$ cat src/rtl/restrict_sweep_ctrl_pkg.sv
// Shared types and helpers for the restriction-cube sweep controller.
// Provides the state encoding, MISR constants and the masked free-bit increment.
package restrict_sweep_pkg;

  typedef enum logic [1:0] {
    IDLE,
    RUN,
    DRAIN,
    DONE
  } state_e;

  localparam int unsigned MAX_W = 32;

  // x^16 + x^12 + x^5 + 1
  localparam logic [15:0] MISR_POLY = 16'h1021;
  localparam logic [15:0] MISR_SEED = 16'hFFFF;

  // Forcing fixed bits to 1 lets the carry ripple straight across them.
  function automatic logic [MAX_W-1:0] masked_inc(input logic [MAX_W-1:0] cur,
                                                  input logic [MAX_W-1:0] m,
                                                  input logic [MAX_W-1:0] v);
    return (((cur | m) + MAX_W'(1)) & ~m) | (v & m);
  endfunction

endpackage

$ cat src/rtl/restrict_sweep_ctrl_if.sv
// Harness-side bundle of the sweep controller: control, restriction cube, FUT link, status.
// The sig signal exists only when SWEEP_SIG_EN is defined.
interface restrict_sweep_ctrl_if #(
  parameter int N_IN  = 16,
  parameter int CNT_W = N_IN + 1
);
  logic             start;
  logic             abort;
  logic [N_IN-1:0]  fix_mask;
  logic [N_IN-1:0]  fix_val;
  logic [N_IN-1:0]  x_out;
  logic             y_in;
  logic             busy;
  logic             done;
  logic [CNT_W-1:0] vec_cnt;
  logic [CNT_W-1:0] ones_cnt;
`ifdef SWEEP_SIG_EN
  logic [15:0]      sig;
`endif

  modport master (
    output start, abort, fix_mask, fix_val, y_in,
    input  x_out, busy, done, vec_cnt, ones_cnt
`ifdef SWEEP_SIG_EN
    , input sig
`endif
  );

  modport slave (
    input  start, abort, fix_mask, fix_val, y_in,
    output x_out, busy, done, vec_cnt, ones_cnt
`ifdef SWEEP_SIG_EN
    , output sig
`endif
  );

endinterface

$ cat src/rtl/restrict_sweep_ctrl_valid_pipe.sv
// LAT-deep shift register of issue-valid; the last stage marks the cycle y_in is sampled.
// empty_o reports that no valid will remain in the pipe after the coming edge.
module sweep_valid_pipe #(
  parameter int LAT = 0
) (
  input  logic clk,
  input  logic rst,
  input  logic flush_i,
  input  logic valid_i,
  output logic sample_o,
  output logic empty_o
);

  generate
    if (LAT == 0) begin : g_comb
      logic unused_ok;
      assign unused_ok = ^{clk, rst, flush_i};
      assign sample_o  = valid_i;
      assign empty_o   = 1'b1;
    end else begin : g_pipe
      logic [LAT-1:0] stg_q, stg_d;

      always_comb begin
        stg_d = '0;
        if (!flush_i) begin
          stg_d = (stg_q << 1) | LAT'(valid_i);
        end
      end

      always_ff @(posedge clk) begin
        if (rst) begin
          stg_q <= '0;
        end else begin
          stg_q <= stg_d;
        end
      end

      assign sample_o = stg_q[LAT-1];
      assign empty_o  = (stg_d == '0);
    end
  endgenerate

endmodule

$ cat src/rtl/restrict_sweep_ctrl.sv
// Sweeps every input vector inside a restriction cube through an external function and
// counts sampled vectors and onset hits. Optional MISR signature output under SWEEP_SIG_EN.
module restrict_sweep_ctrl
  import restrict_sweep_pkg::*;
#(
  parameter int N_IN  = 16,
  parameter int LAT   = 0,
  parameter int CNT_W = N_IN + 1
) (
  input logic                 clk,
  input logic                 rst,
  restrict_sweep_ctrl_if.slave bus
);

  state_e           state_q, state_d;
  logic [N_IN-1:0]  m_q, m_d;
  logic [N_IN-1:0]  v_q, v_d;
  logic [N_IN-1:0]  x_q, x_d;
  logic [CNT_W-1:0] vec_q, vec_d;
  logic [CNT_W-1:0] ones_q, ones_d;

  logic start_ok;
  logic last_vec;
  logic issue;
  logic sample;
  logic sample_ok;
  logic drained;

  assign start_ok  = bus.start && !bus.abort && (state_q == IDLE || state_q == DONE);
  assign last_vec  = ((x_q | m_q) == '1);
  assign issue     = (state_q == RUN) && !bus.abort;
  // A sample landing in the abort cycle belongs to a discarded sweep.
  assign sample_ok = sample && !bus.abort;

  sweep_valid_pipe #(.LAT(LAT)) u_pipe (
    .clk      (clk),
    .rst      (rst),
    .flush_i  (bus.abort),
    .valid_i  (issue),
    .sample_o (sample),
    .empty_o  (drained)
  );

  always_comb begin
    state_d = state_q;
    m_d     = m_q;
    v_d     = v_q;
    x_d     = x_q;
    vec_d   = vec_q;
    ones_d  = ones_q;

    if (sample_ok) begin
      vec_d  = vec_q + CNT_W'(1);
      ones_d = ones_q + CNT_W'(bus.y_in);
    end

    unique case (state_q)
      IDLE, DONE: begin
        if (bus.abort) begin
          state_d = IDLE;
        end else if (start_ok) begin
          m_d     = bus.fix_mask;
          v_d     = bus.fix_val;
          x_d     = bus.fix_val & bus.fix_mask;
          vec_d   = '0;
          ones_d  = '0;
          state_d = RUN;
        end
      end
      RUN: begin
        if (bus.abort) begin
          state_d = IDLE;
        end else if (last_vec) begin
          state_d = (LAT == 0) ? DONE : DRAIN;
        end else begin
          x_d = N_IN'(masked_inc(MAX_W'(x_q), MAX_W'(m_q), MAX_W'(v_q)));
        end
      end
      DRAIN: begin
        if (bus.abort) begin
          state_d = IDLE;
        end else if (drained) begin
          state_d = DONE;
        end
      end
      default: state_d = IDLE;
    endcase
  end

  always_ff @(posedge clk) begin
    if (rst) begin
      state_q <= IDLE;
      m_q     <= '0;
      v_q     <= '0;
      x_q     <= '0;
      vec_q   <= '0;
      ones_q  <= '0;
    end else begin
      state_q <= state_d;
      m_q     <= m_d;
      v_q     <= v_d;
      x_q     <= x_d;
      vec_q   <= vec_d;
      ones_q  <= ones_d;
    end
  end

  assign bus.x_out    = x_q;
  assign bus.busy     = (state_q == RUN) || (state_q == DRAIN);
  assign bus.done     = (state_q == DONE);
  assign bus.vec_cnt  = vec_q;
  assign bus.ones_cnt = ones_q;

`ifdef SWEEP_SIG_EN
  logic [15:0] sig_q, sig_d;

  always_comb begin
    sig_d = sig_q;
    if (start_ok) begin
      sig_d = MISR_SEED;
    end else if (sample_ok) begin
      sig_d = {sig_q[14:0], 1'b0} ^ ((sig_q[15] ^ bus.y_in) ? MISR_POLY : 16'h0000);
    end
  end

  always_ff @(posedge clk) begin
    if (rst) begin
      sig_q <= '0;
    end else begin
      sig_q <= sig_d;
    end
  end

  assign bus.sig = sig_q;
`endif

endmodule

$ cat src/flat_wrapper.sv
// flat-port wrapper written by rule: the top's interface ports become plain ports
module restrict_sweep_ctrl_flat import restrict_sweep_pkg::*;
#(
  parameter int N_IN  = 16,
  parameter int LAT   = 0,
  parameter int CNT_W = N_IN + 1
)
  (clk, rst, bus_start, bus_abort, bus_fix_mask, bus_fix_val, bus_y_in, bus_x_out, bus_busy, bus_done, bus_vec_cnt, bus_ones_cnt);
  restrict_sweep_ctrl_if #(.N_IN(N_IN), .CNT_W(CNT_W)) bus_i ();
  input logic clk;
  input logic rst;
  input wire logic [$bits(bus_i.start)-1:0] bus_start;
  input wire logic [$bits(bus_i.abort)-1:0] bus_abort;
  input wire logic [$bits(bus_i.fix_mask)-1:0] bus_fix_mask;
  input wire logic [$bits(bus_i.fix_val)-1:0] bus_fix_val;
  input wire logic [$bits(bus_i.y_in)-1:0] bus_y_in;
  output wire logic [$bits(bus_i.x_out)-1:0] bus_x_out;
  output wire logic [$bits(bus_i.busy)-1:0] bus_busy;
  output wire logic [$bits(bus_i.done)-1:0] bus_done;
  output wire logic [$bits(bus_i.vec_cnt)-1:0] bus_vec_cnt;
  output wire logic [$bits(bus_i.ones_cnt)-1:0] bus_ones_cnt;
  assign bus_i.start = bus_start;
  assign bus_i.abort = bus_abort;
  assign bus_i.fix_mask = bus_fix_mask;
  assign bus_i.fix_val = bus_fix_val;
  assign bus_i.y_in = bus_y_in;
  assign bus_x_out = bus_i.x_out;
  assign bus_busy = bus_i.busy;
  assign bus_done = bus_i.done;
  assign bus_vec_cnt = bus_i.vec_cnt;
  assign bus_ones_cnt = bus_i.ones_cnt;
  restrict_sweep_ctrl #(.N_IN(N_IN), .LAT(LAT), .CNT_W(CNT_W)) u_core (.clk(clk), .rst(rst), .bus(bus_i));
endmodule
$ cat config.mk
export PLATFORM = sky130hd
export DESIGN_NAME = restrict_sweep_ctrl_flat
export DESIGN_NICKNAME = d
export VERILOG_FILES = /design/src/rtl/restrict_sweep_ctrl_pkg.sv /design/src/rtl/restrict_sweep_ctrl_if.sv /design/src/rtl/restrict_sweep_ctrl_valid_pipe.sv /design/src/rtl/restrict_sweep_ctrl.sv /design/src/flat_wrapper.sv
export SDC_FILE = /design/constraint.sdc
export NUM_CORES = 1
export LEC_CHECK = 0
export BUFFER_PORTS_ARGS = -buffer_cell sky130_fd_sc_hd__buf_2
export CAP_MARGIN = 20
export CELL_PAD_IN_SITES_DETAIL_PLACEMENT = 0
export CELL_PAD_IN_SITES_GLOBAL_PLACEMENT = 1
export CORE_ASPECT_RATIO = 1.2
export CORE_MARGIN = 2
export CORE_UTILIZATION = 40
export DETAILED_ROUTE_END_ITERATION = 10
export PLACE_DENSITY_LB_ADDON = 0.1
export SETUP_SLACK_MARGIN = 0.2
export SLEW_MARGIN = 20
export SYNTH_ARGS = -nofsm -noshare
export SYNTH_HDL_FRONTEND = slang
export SYNTH_HIERARCHICAL = 1
export SYNTH_SLANG_ARGS = --single-unit
$ cat constraint.sdc
create_clock -name clk -period 3.1 [get_ports clk]
set_input_delay 0.62 -clock clk [delete_from_list [all_inputs] [get_ports clk]]
set_output_delay 0.62 -clock clk [all_outputs]
set_load 0.005 [all_outputs]
# Word level (Yosys, flattened, before mapping)
# Index checks and enable logic that the tools add are counted.
# totals
elab_cells,59
input_bits,37
output_inout_bits,52
ff_bits,84
# op_classes
add_sub_neg,3
muxes,19
bitwise_logic,8
reduce_logical,13
eq_ne,10
# op_table
cell,count
$mux 17,8
$mux 16,4
$and 16x16->16,3
$or 16x16->16,3
$pmux 16 s2,1
$add 17x1->17,1
$add 17x1->17 const B,1
$add 16x1->16 const B,1
$eq 16x16->1 const B,1
$not 16->16,1
$mux 2,5
$ne 2x2->1 const B,3
$ne 3x2->1 const B,2
$pmux 2 s3,1
$reduce_and 5->1,1
$eq 2x2->1 const B,2
$logic_and 1x1->1,4
$reduce_and 3->1,1
$eq 2x1->1 const B,1
$logic_not 2->1,1
$logic_or 1x1->1,2
$ne 2x1->1 const B,1
$reduce_and 2->1,1
$reduce_bool 2->1,1
3 further kinds,3

# Logic depth before layout (Yosys ltp)
# logic_depth
word_depth,7
depth_mapped,14
depth_no_buf,9

# Hierarchy
# Netlist, hierarchy kept.
# by_module_without_submodules
module,seq_area_each_um2,area_each_um2,cells_per_inst,instances
restrict_sweep_ctrl,1681.6,4061.4,511,1
sweep_valid_pipe,0.0,18.8,3,1

# Worst setup path after synthesis
# No wires, ideal clock.
# synth_path
kind,register to register
startpoint,reg u_core.state_q[1]
endpoint,"reg u_core.vec_q[16], in the netlist u_core/bus.vec_cnt[16]"
required_ns,2.972
stages_incl_launch_ff,15
path_slack_ns,0.520
n_path_buf,5
setup_ns,0.128
t_arrival_ns,2.452
period_less_slack_ns,2.580
cell_sequence,dfxtp_1 -> inv_1 -> ha_1 -> buf_2 -> inv_1 -> clkbuf_1 -> clkbuf_1 -> nor2_1 -> buf_4 -> nor2b_1 -> buf_2 -> nand4_1 -> nor4_1 -> xnor2_1 -> nor2_1
# synth_via
elab_chain_len,7
word_cells_on_any_way,12
cone_classes,2 x eq/ne; 4 x mux; 6 x reduce/logical
# synth_rtl
element,line_no,rtl
"start, declared",restrict_sweep_ctrl.sv:15,"state_e state_q, state_d;"
"start signal, assigned",restrict_sweep_ctrl.sv:99,state_q <= state_d;
$eq 2x1->1 (*),restrict_sweep_ctrl.sv:31,assign issue = (state_q == RUN) && !bus.abort;
$logic_and 1x1->1 (*),restrict_sweep_ctrl.sv:31,
named net u_core.issue,restrict_sweep_ctrl.sv:24,logic issue;
$logic_and 1x1->1 (*),restrict_sweep_ctrl.sv:33,assign sample_ok = sample && !bus.abort;
$mux 17 (*),restrict_sweep_ctrl.sv:52,if (sample_ok) begin
$mux 17,restrict_sweep_ctrl.sv:61,end else if (start_ok) begin
$mux 17,restrict_sweep_ctrl.sv:59,if (bus.abort) begin
$mux 17 (*),restrict_sweep_ctrl.sv:57,unique case (state_q)
"end signal, assigned",restrict_sweep_ctrl.sv:103,vec_q <= vec_d;
"end, declared",restrict_sweep_ctrl.sv:19,"logic [CNT_W-1:0] vec_q, vec_d;"
# The timed path passes the listed nets; every way through them passes the cells marked *.
# A chain may end at the register's enable or synchronous reset.

# Final worst setup path
# layout_path
startpoint,"reg u_core.x_q[0], in the netlist u_core/bus.x_out[0]"
endpoint,"reg u_core.x_q[11], in the netlist u_core/bus.x_out[11]"
# layout_via
elab_chain_len,7
word_cells_on_any_way,11
cone_classes,1 x add/sub; 2 x eq/ne; 3 x mux; 4 x bitwise; 1 x reduce/logical
# layout_rtl
element,line_no,rtl
"start, declared",restrict_sweep_ctrl.sv:18,"logic [N_IN-1:0] x_q, x_d;"
"start signal, assigned",restrict_sweep_ctrl.sv:95,x_q <= '0;
"start signal, assigned",restrict_sweep_ctrl.sv:102,x_q <= x_d;
$or 16x16->16,"restrict_sweep_ctrl_pkg.sv:22, restrict_sweep_ctrl.sv:30",
$add 16x1->16,restrict_sweep_ctrl_pkg.sv:22,return (((cur | m) + MAX_W'(1)) & ~m) | (v & m);
$and 16x16->16,restrict_sweep_ctrl_pkg.sv:22,
$or 16x16->16,restrict_sweep_ctrl_pkg.sv:22,
$mux 16,restrict_sweep_ctrl.sv:73,end else if (last_vec) begin
$mux 16,restrict_sweep_ctrl.sv:71,if (bus.abort) begin
$pmux 16 s2,restrict_sweep_ctrl.sv:57,
# Several ways; a longest one is shown, not always the timed one. The select of a mux whose other input is x is not followed.

==> metrics.md <==
| Metric | Value |
|---|---|
| Outcome | `finished clean` |
| Final Critical Period | `2.494 ns` |
| Setup TNS | `0 ns` |
| Antenna Cells | `0` |
| Root Driver | `clkbuf_16` |
| Critical path data arrival time | `2.75 ns` |
| Final Skew | `0.004933 ns` |
| Final setup violation count | `0` |
| Routability cong. | `0.7619` |
| Clk_lat worst skew | `0.33 ns` |
| VDD IR max | `0.0002343 V` |
| Fillers | `1,008` |
| Reg clk slew, reported paths | `0.06 ns` |
| Crit start category | `flip-flop` |
| Vias in the first global route | `3,682` |
| Max Cap Viol | `0` |
| Pre-CTS WS | `0.6062 ns` |
| Full die area | `0.01103 mm^2` |
| Max Clock Freq | `400.9 MHz` |
| CTS max path bufs | `2` |
| Share of the yosys chip area belonging to registers | `0.4121` |
| Final-report hold violation count | `0` |
| Hold Path Class | `reg -> reg` |
| Critical path class | `reg -> reg` |
| Tcrit/Tclk final | `0.8047` |
| Sw power | `0.0006435 W` |
| Post-CTS Hold Buffers | `0` |
| Clock sink count | `84` |
| Core Rows | `40` |
| Final Core Density | `0.5001` |
| GRT busiest layer | `met2` |
| CP Capture Type | `flip-flop` |
| Delay of the slowest cell on the worst path | `0.66 ns` |
| Asr flop ratio synth | `0` |
| Core Area | `0.009960 mm^2` |
| H-tree levels | `3` |
| Post-synth top cells | `nand2_1 (87), dfxtp_1 (84), nor2_1 (58)` |
| I/O pin total | `89` |
| Post-detail-place hpwl | `7.345 mm` |
| CTS tree | `yes` |
| Aggregate global-route resource usage | `0.1979` |
| Post-route ant nets | `0` |
| Top post-synthesis cells by area | `dfxtp_1 (41%), nand2_1 (8.0%), nor2_1 (5.3%)` |
| WP data required | `3.36 ns` |
| Initial cell density of the core | `0.4097` |
| Ys flop type | `dfxtp_1` |
| Area grow syn2layout | `22.08%` |
| Number of CTS-inserted buffers | `9` |
| Largest net degree at the start of global routing | `46` |
| RSZ-0062 raised after global routing | `no` |
| IO buf count | `88` |
| Synth top area share | `0.4121` |
| WL per Instance | `14.47 um` |
| Comb pwr share | `0.104` |
| Total grt overflow | `0` |
| Synth Area per Inst | `7.938 um^2` |
| Cell Chain, Critical Path | `nor2_1, inv_1, ha_1, o21ai_1, or4_4, o31a_1, o21ai_0, a21oi_1` |
| Met3 usage | `0.03818` |
| DRC errors left | `0` |
| Die Height | `114.6 um` |
| Met1 GRT Util | `0.2449` |
| Register area | `0.001682 mm^2` |
| Final Slew Violations | `0` |
| Sw Ratio | `0.2473` |
| Postcts setup bufs | `0` |
| Sequential power share | `0.446` |
| Share of total power in the clock network | `0.450` |
| Syn Inst Count | `514` |
| Most numerous cell in the Yosys netlist | `nand2_1` |
| Actual slew at the worst max-slew pin | `0.8262 ns` |
| Area of the multi-input gates | `0.002225 mm^2` |
| EDFF count, synth | `0` |
| Worst setup margin | `0.6056 ns` |
| Synth Net Count | `558` |
| First-pass GRT wire length | `17.12 mm` |
| Post-synth top area cell | `dfxtp_1` |
| Pwr Density | `522.3 mW/mm^2` |
| Die width | `96.20 um` |
| Antenna violations before repair | `0` |
| Leakage | `2.025 nW` |
| Seq cells post-synth | `84` |
| Iteration count of the initial detailed-routing pass | `4` |
| Synthesized cell area | `0.004080 mm^2` |
| Routed vias/inst | `5.295` |
| Worst Path Max Fanout | `20` |
| Final #Nets | `644` |
| Pint | `0.001958 W` |
| Critical path's slowest cell | `o31a_1` |
| GRT met2 Usage | `0.3333` |
| Post-CTS Resized | `0` |
| Vias | `3,871` |
| Initial DRC Count | `133` |
| Distinct cell type count after synthesis | `56` |
| Final wirelength | `10.58 mm` |
| Rel. slew slack | `0.4441` |
| Layout cells sized above 1 | `0.2066` |
| Synth warnings | `6` |
==> flip-flops by register name, summed over array words and instances, names as in the netlist <==
register	cells
u_core/m_q	16
u_core/v_q	16
u_core/bus.vec_cnt	17
u_core/bus.x_out	16
u_core/state_q	2
u_core/bus.ones_cnt	17
==> final timing paths <==
check                                    startpoint              endpoint  slack, ns  depth (start not counted)
worst min register to register        u_core/v_q[6]         u_core/v_q[6]       0.45                          2
worst min-delay path                  u_core/v_q[6]         u_core/v_q[6]       0.45                          2
worst max-delay path            u_core/bus.x_out[0]  u_core/bus.x_out[11]       0.61                          8
worst max register to register  u_core/bus.x_out[0]  u_core/bus.x_out[11]       0.61                          8
==> layout by cell type, fill, tap and decap left out, drive strengths merged, types with 6 or more instances in the layout <==
master	netlist	final
nor3	15	15
nand3	19	19
nor4	6	6
xor2	17	17
clkbuf	18	11
nand4	8	8
and3	8	8
buf	7	100
inv	16	17
xnor2	19	19
dfxtp	84	84
o21ai	24	24
a31oi	12	12
nor2	58	58
a21oi	42	42
nand2	87	87
ha	7	7
o22ai	6	6
==> metal layers <==
layer / vias up / routed length, um
li1: 1962 / -
met1: 1805 / 4853
met2: 89 / 5017
met3: 15 / 486
met4: 0 / 219
met5: - / 0
==> area by class of cell <==
| cell class | count | area share |
|---|---|---|
| Tap cell | 126 | 0.03165 |
| Inverter | 16 | 0.01206 |
| Multi-Input combinational cell | 389 | 0.4466 |
| Clock inverter | 5 | 0.01683 |
| Timing Repair Buffer | 100 | 0.1065 |
| Sequential cell | 84 | 0.3376 |
| Clock buffer | 11 | 0.04873 |
==> power by group through the flow <==
stage | Sequential [W] | Clock [W] | Combinational, W
after floorplan | 0.00117 | 0 | 0.000175
after global placement | 0.00118 | 0 | 0.000270
after detailed placement | 0.00118 | 0 | 0.000274
after CTS | 0.00116 | 0.00120 | 0.000275
after global routing | 0.00116 | 0.00124 | 0.000311
final | 0.00116 | 0.00117 | 0.000271
==> stage by stage <==
step           total power (W)  instance area (um^2)  hold slack, ns  std cells
6_report              0.002602                  4981          0.4550        731
5_1_grt               0.002718                  4981          0.4742        731
3_3_place_gp          0.001452                  4654          0.4416        715
2_1_floorplan         0.001350                  4080          0.4312        514
3_5_place_dp          0.001458                  4654          0.4473        715
4_1_cts               0.002637                  4981          0.4574        731
==> worst max-delay path: cells and delay by family (launching register included) <==
kind | cells | cell delay, ns
AO/OA/AOI/OAI | 4 | 1.25
buffers and inverters | 1 | 0.08
flip-flops | 1 | 0.32
adder cells (fa/ha/maj) | 1 | 0.23
AND/OR/NAND/NOR | 2 | 0.55
==> cell families after synthesis <==
| group | count (synthesis) | share of synthesized area |
|---|---|---|
| simple gates | 230 | 0.2607 |
| fa+ha+maj | 7 | 0.02146 |
| mux | 5 | 0.01227 |
| other cells | 1 | 0.0009191 |
| xor+xnor | 36 | 0.07728 |
| flops | 84 | 0.4121 |
| buf+inv | 41 | 0.04385 |
| compound gates | 110 | 0.1714 |
Note: power is estimated with default switching activity, not from simulation.
